File: config.mk
export PLATFORM = sky130hd
export DESIGN_NAME = modn_updown_counter
export DESIGN_NICKNAME = d
export VERILOG_FILES = /design/src/rtl/modn_counter_pkg.sv /design/src/rtl/sat_counter.sv /design/src/rtl/modn_updown_counter.sv
export SDC_FILE = /design/constraint.sdc
export NUM_CORES = 1
export LEC_CHECK = 0
export BUFFER_PORTS_ARGS = -buffer_cell sky130_fd_sc_hd__buf_4
export CORE_MARGIN = 2
export CORE_UTILIZATION = 55
export DETAILED_ROUTE_END_ITERATION = 16
export PLACE_DENSITY = 0.81
export SYNTH_ARGS = -nofsm -noshare
export SYNTH_HDL_FRONTEND = slang
export SYNTH_SLANG_ARGS = --single-unit
export TNS_END_PERCENT = 30
File: constraint.sdc
create_clock -name Clk -period 5.73 [get_ports Clk]
set_clock_uncertainty 0.05 [all_clocks]
set_input_delay 0.8595 -clock Clk [delete_from_list [all_inputs] [get_ports Clk]]
set_output_delay 0.8595 -clock Clk [all_outputs]
set_load 0.01 [all_outputs]
File: src/rtl/modn_counter_pkg.sv
// Shared constants and combinational helpers for the modulo-N up/down counter.
// Helpers work on 32-bit unsigned values so any counter width up to 31 can use them.
package modn_counter_pkg;

    localparam int unsigned MOD_MIN = 2;

    // A modulus is usable when it leaves at least two states and fits the count width.
    function automatic logic mod_legal(input int unsigned m, input int unsigned width);
        return (m >= MOD_MIN) && (m <= (32'd1 << width));
    endfunction

    function automatic int unsigned next_count(input  int unsigned cnt,
                                               input  int unsigned m,
                                               input  logic        up,
                                               output logic        wrapped);
        int unsigned nxt;
        wrapped = 1'b0;
        if (up) begin
            if (cnt == m - 1) begin
                nxt     = 0;
                wrapped = 1'b1;
            end else begin
                nxt = cnt + 1;
            end
        end else begin
            if (cnt == 0) begin
                nxt     = m - 1;
                wrapped = 1'b1;
            end else begin
                nxt = cnt - 1;
            end
        end
        return nxt;
    endfunction

endpackage

File: src/rtl/sat_counter.sv
// Saturating event counter with synchronous clear; holds at all-ones.
module sat_counter #(
    parameter int WRAP_W = 8
) (
    input  logic              clk,
    input  logic              clear,
    input  logic              inc,
    output logic [WRAP_W-1:0] count
);

    always_ff @(posedge clk) begin
        if (clear)
            count <= '0;
        else if (inc && (count != '1))
            count <= count + 1'b1;
    end

endmodule

File: src/rtl/modn_updown_counter.sv
// Modulo-N up/down counter with programmable modulus, preload, registered wrap
// pulse and a saturating tally of wrap events.
module modn_updown_counter
    import modn_counter_pkg::*;
#(
    parameter int WIDTH       = 4,
    parameter int MOD_DEFAULT = 12,
    parameter int WRAP_W      = 8
) (
    input  logic              Clk,
    input  logic              reset,
    input  logic              en,
    input  logic              UpOrDown,
    input  logic              load,
    input  logic [WIDTH-1:0]  load_val,
    input  logic              mod_wr,
    input  logic [WIDTH:0]    mod_val,
    output logic [WIDTH-1:0]  Count,
    output logic [WIDTH:0]    modulus,
    output logic              wrap,
    output logic [WRAP_W-1:0] wrap_cnt,
    output logic              cfg_err
);

    logic [WIDTH-1:0] cnt_nxt;
    logic [WIDTH:0]   mod_nxt;
    logic             wrap_nxt;
    logic             err_nxt;
    int unsigned      step_val;
    logic             step_wrap;

    // Priority: modulus write, then preload, then the enabled count step.
    always_comb begin
        cnt_nxt   = Count;
        mod_nxt   = modulus;
        wrap_nxt  = 1'b0;
        err_nxt   = 1'b0;
        step_val  = 0;
        step_wrap = 1'b0;
        if (mod_wr) begin
            if (mod_legal(32'(mod_val), WIDTH)) begin
                mod_nxt = mod_val;
                if ({1'b0, Count} >= mod_val)
                    cnt_nxt = '0;
            end else begin
                err_nxt = 1'b1;
            end
        end else if (load) begin
            if ({1'b0, load_val} < modulus)
                cnt_nxt = load_val;
            else
                cnt_nxt = WIDTH'(modulus - 1'b1);
        end else if (en) begin
            step_val = next_count(32'(Count), 32'(modulus), UpOrDown, step_wrap);
            cnt_nxt  = WIDTH'(step_val);
            wrap_nxt = step_wrap;
        end
    end

    always_ff @(posedge Clk) begin
        if (reset) begin
            Count   <= '0;
            modulus <= (WIDTH+1)'(MOD_DEFAULT);
            wrap    <= 1'b0;
            cfg_err <= 1'b0;
        end else begin
            Count   <= cnt_nxt;
            modulus <= mod_nxt;
            wrap    <= wrap_nxt;
            cfg_err <= err_nxt;
        end
    end

    // Tally advances on the same edge that raises the wrap pulse.
    sat_counter #(.WRAP_W(WRAP_W)) u_wrap_tally (
        .clk   (Clk),
        .clear (reset),
        .inc   (wrap_nxt),
        .count (wrap_cnt)
    );

endmodule

==> flow_summary.json <==
{
  "status": "complete, no violations",
  "max-vdd-ir-drop_mv": 0.1482,
  "fin_crit_ps": 2491,
  "whs_ps": 509.7,
  "crit_path_end_kind": "register",
  "synth_edf_count": 0,
  "slew_viol_final": 0,
  "worstPathArrival_ps": 2630,
  "antenna_found_initial": 0,
  "post_cts_resized": 0,
  "cts.clk_slew.worst_paths_ps": 100,
  "grt_pass1_wl_um": 5906,
  "combPwrFrac": 0.339,
  "nNetsFinal": 232,
  "ys.flop_type": "dfxtp_1",
  "powerDensity_mw_per_mm2": 185.4,
  "initialDrtViolationCount": 54,
  "stdcell_count": 236,
  "synth_cell_types": 47,
  "cp_max_fo": 10,
  "slowest_delay_ps": 580,
  "postSynthRegisterBits": 19,
  "clk_latency_ps": 290,
  "clkPwrFrac": 0.200,
  "synth.cell_area_mm2": 0.001513,
  "cts_tree": "built",
  "cts-root-buf": "clkbuf_4",
  "fmax_mhz": 401.4,
  "core_mm2": 0.002686,
  "setup_viol_count_final": 0,
  "fp.dieArea_mm2": 0.003186,
  "crit_type": "register to register",
  "cts_inserted_buffers": 3,
  "drive_gt1_frac": 0.2244,
  "period_share": 0.4348,
  "synthArstFlopShare": 0,
  "syn_area_per_cell_um2": 8.644,
  "post_cts_buffers": 0,
  "drc": 0,
  "diodes": 0,
  "report.final.hold_viol_count": 0,
  "portBuffers": 33,
  "drt_wl_total_um": 3482,
  "utilization": 0.6591,
  "die_h_um": 56.45,
  "rr_startpoint": "modulus[0]",
  "clk_path_buf_depth": 2,
  "synth_nets": 201,
  "row_count": 19,
  "yosysSeqAreaShare": 0.2514,
  "rsz0062_at_grt": "false",
  "dp_cells": 232,
  "power.leakage_nw": 0.7584,
  "drtPass1Iterations": 4,
  "worstMarginPinSlew_ps": 1023,
  "post_drt_wl_per_cell_um": 14.75,
  "crit_required_ps": 5870,
  "crit_path_start_kind": "register",
  "dp_hpwl_um": 2786,
  "power.internal_mw": 0.2170,
  "via_per_inst": 5.958,
  "grt_pass1_vias": 1377,
  "grt_max_degree": 19,
  "ctsHoldBuffers": 0,
  "synth_warnings": 0,
  "start_util": 0.5631,
  "io_pins": 34,
  "clkSinkCount": 19,
  "syn_to_final_growth_pct": 17.04,
  "routabilityCongestion": 0.8588,
  "netlist_instances": 175,
  "crit_chain": "inv_1, ha_1, xor3_1, nor3_4, o2111ai_4, a2111oi_4, xnor2_1, nor2_1",
  "power.share.switching": 0.3387,
  "cap_violations": 0,
  "crit_start": "modulus[0]",
  "fp.dieW_um": 56.45,
  "overflow": 0,
  "ant_nets": 0,
  "hold_path.startpoint": "u_wrap_tally.count[4]",
  "sequentialPowerShare": 0.461,
  "relSlewSlack": 0.3110,
  "crit_slowest_cell": "dfxtp_1",
  "track_usage": 0.2339,
  "power.switching_mw": 0.1112,
  "hp-class": "register to register",
  "finalSetupTns_ps": 0,
  "cts_max_level": 1,
  "via_count": 1406
}
power groups by stage:
| stage | registers, mW | clock network (mW) | logic [mW] |
|---|---|---|---|
| after floorplan | 0.151 | 0 | 0.0814 |
| after global placement | 0.154 | 0 | 0.106 |
| after detailed placement | 0.154 | 0 | 0.110 |
| after CTS | 0.151 | 0.0690 | 0.111 |
| after global routing | 0.153 | 0.0743 | 0.123 |
| final | 0.151 | 0.0657 | 0.111 |
critical path: cells and delay by family, from the launching register on:
| kind | cells | cell delay (ps) |
|---|---|---|
| compound gates | 2 | 710 |
| xor+xnor | 2 | 400 |
| fa+ha+maj | 1 | 270 |
| buf+inv | 1 | 80 |
| flops | 1 | 580 |
| simple gates | 2 | 300 |
synthesized netlist by cell type (2+ instances only):
| master | instances | area (um2) |
|---|---|---|
| o31ai_1 | 2 | 15.01 |
| nor2_1 | 19 | 71.32 |
| a22oi_1 | 2 | 15.01 |
| nor3_1 | 5 | 25.02 |
| o211ai_1 | 2 | 15.01 |
| a21o_1 | 5 | 37.54 |
| nand3b_1 | 2 | 15.01 |
| nor3b_1 | 2 | 15.01 |
| o21bai_1 | 2 | 15.01 |
| mux2i_1 | 5 | 50.05 |
| nand2_1 | 9 | 33.78 |
| dfxtp_1 | 19 | 380.4 |
| ha_1 | 11 | 137.6 |
| xnor2_1 | 8 | 70.07 |
| a311o_1 | 2 | 20.02 |
| nand3_1 | 6 | 30.03 |
| clkbuf_8 | 2 | 27.53 |
| a211oi_1 | 4 | 30.03 |
| inv_1 | 16 | 60.06 |
| a32oi_1 | 2 | 17.52 |
| clkbuf_1 | 3 | 11.26 |
| nand2b_1 | 4 | 25.02 |
| a21oi_1 | 10 | 50.05 |
| o21ai_0 | 9 | 45.04 |
| a2111oi_4 | 2 | 55.05 |
kinds of logic (layout without fill, tap and decap cells):
family / count (synthesis) / in the layout / share of synthesized area
AND/OR/NAND/NOR: 52 / 52 / 0.1720
XOR/XNOR: 11 / 11 / 0.08271
flip-flops: 19 / 19 / 0.2514
multiplexers: 6 / 6 / 0.04053
buffers and inverters: 23 / 53 / 0.07610
AO/OA/AOI/OAI: 53 / 53 / 0.2862
adder cells (fa/ha/maj): 11 / 11 / 0.09098
path summary, 6_finish.rpt:
| kind | to | slack, ps | cells past startpoint |
|---|---|---|---|
| worst max-delay path | u_wrap_tally.count[6] | 3240 | 8 |
| worst min-delay path | u_wrap_tally.count[4] | 510 | 2 |
| worst max register to register | u_wrap_tally.count[6] | 3240 | 8 |
| worst min register to register | u_wrap_tally.count[4] | 510 | 2 |
sequential cells by signal, summed over array words and instances (netlist names):
register,cells
u_wrap_tally.count,8
modulus,5
Count,4
cfg_err,1
wrap,1
per-stage QoR:
stage	worst slack, ps	power (mW)	instance area (um2)
after global routing	3076	0.3505	1770
after floorplan	3445	0.2320	1513
after detailed placement	3184	0.2640	1744
final	3239	0.3282	1770
after CTS	3229	0.3308	1770
after global placement	3163	0.2598	1744
cells in the final DEF (no fill, tap or decap), drive strengths merged, types with 2 or more instances in the layout:
master    n
o21bai    2
nand3b    2
o2111ai   2
nor2     19
o31ai     2
inv      16
a22oi     2
nand2b    4
nand3     6
nor3      6
dfxtp    19
a32oi     2
a2111oi   2
xnor2     8
clkbuf    4
a21oi    11
a21o      5
o21ai     9
a311o     2
a211oi    5
nand2     9
nor3b     2
buf      33
o211ai    2
ha       11
mux2i     5
area by class of cell:
type                    count  area [um2]
well taps                  31       38.79
flip-flops and latches     19       380.4
repair buffers             33       247.7
clock buffers               4       26.28
inverters                  16       60.06
fillers                   228       915.9
multi-input cells         133        1017
per-layer routing:
| layer | GRT usage | vias to the layer above | wire length, um |
|---|---|---|---|
| met5 | 0 | - | 0 |
| met4 | 0.1224 | 0 | 108 |
| met3 | 0.04147 | 11 | 182 |
| met2 | 0.3937 | 44 | 1741 |
| met1 | 0.2818 | 652 | 1449 |
| li1 | - | 699 | - |
Power figures use the tool's default switching activity.
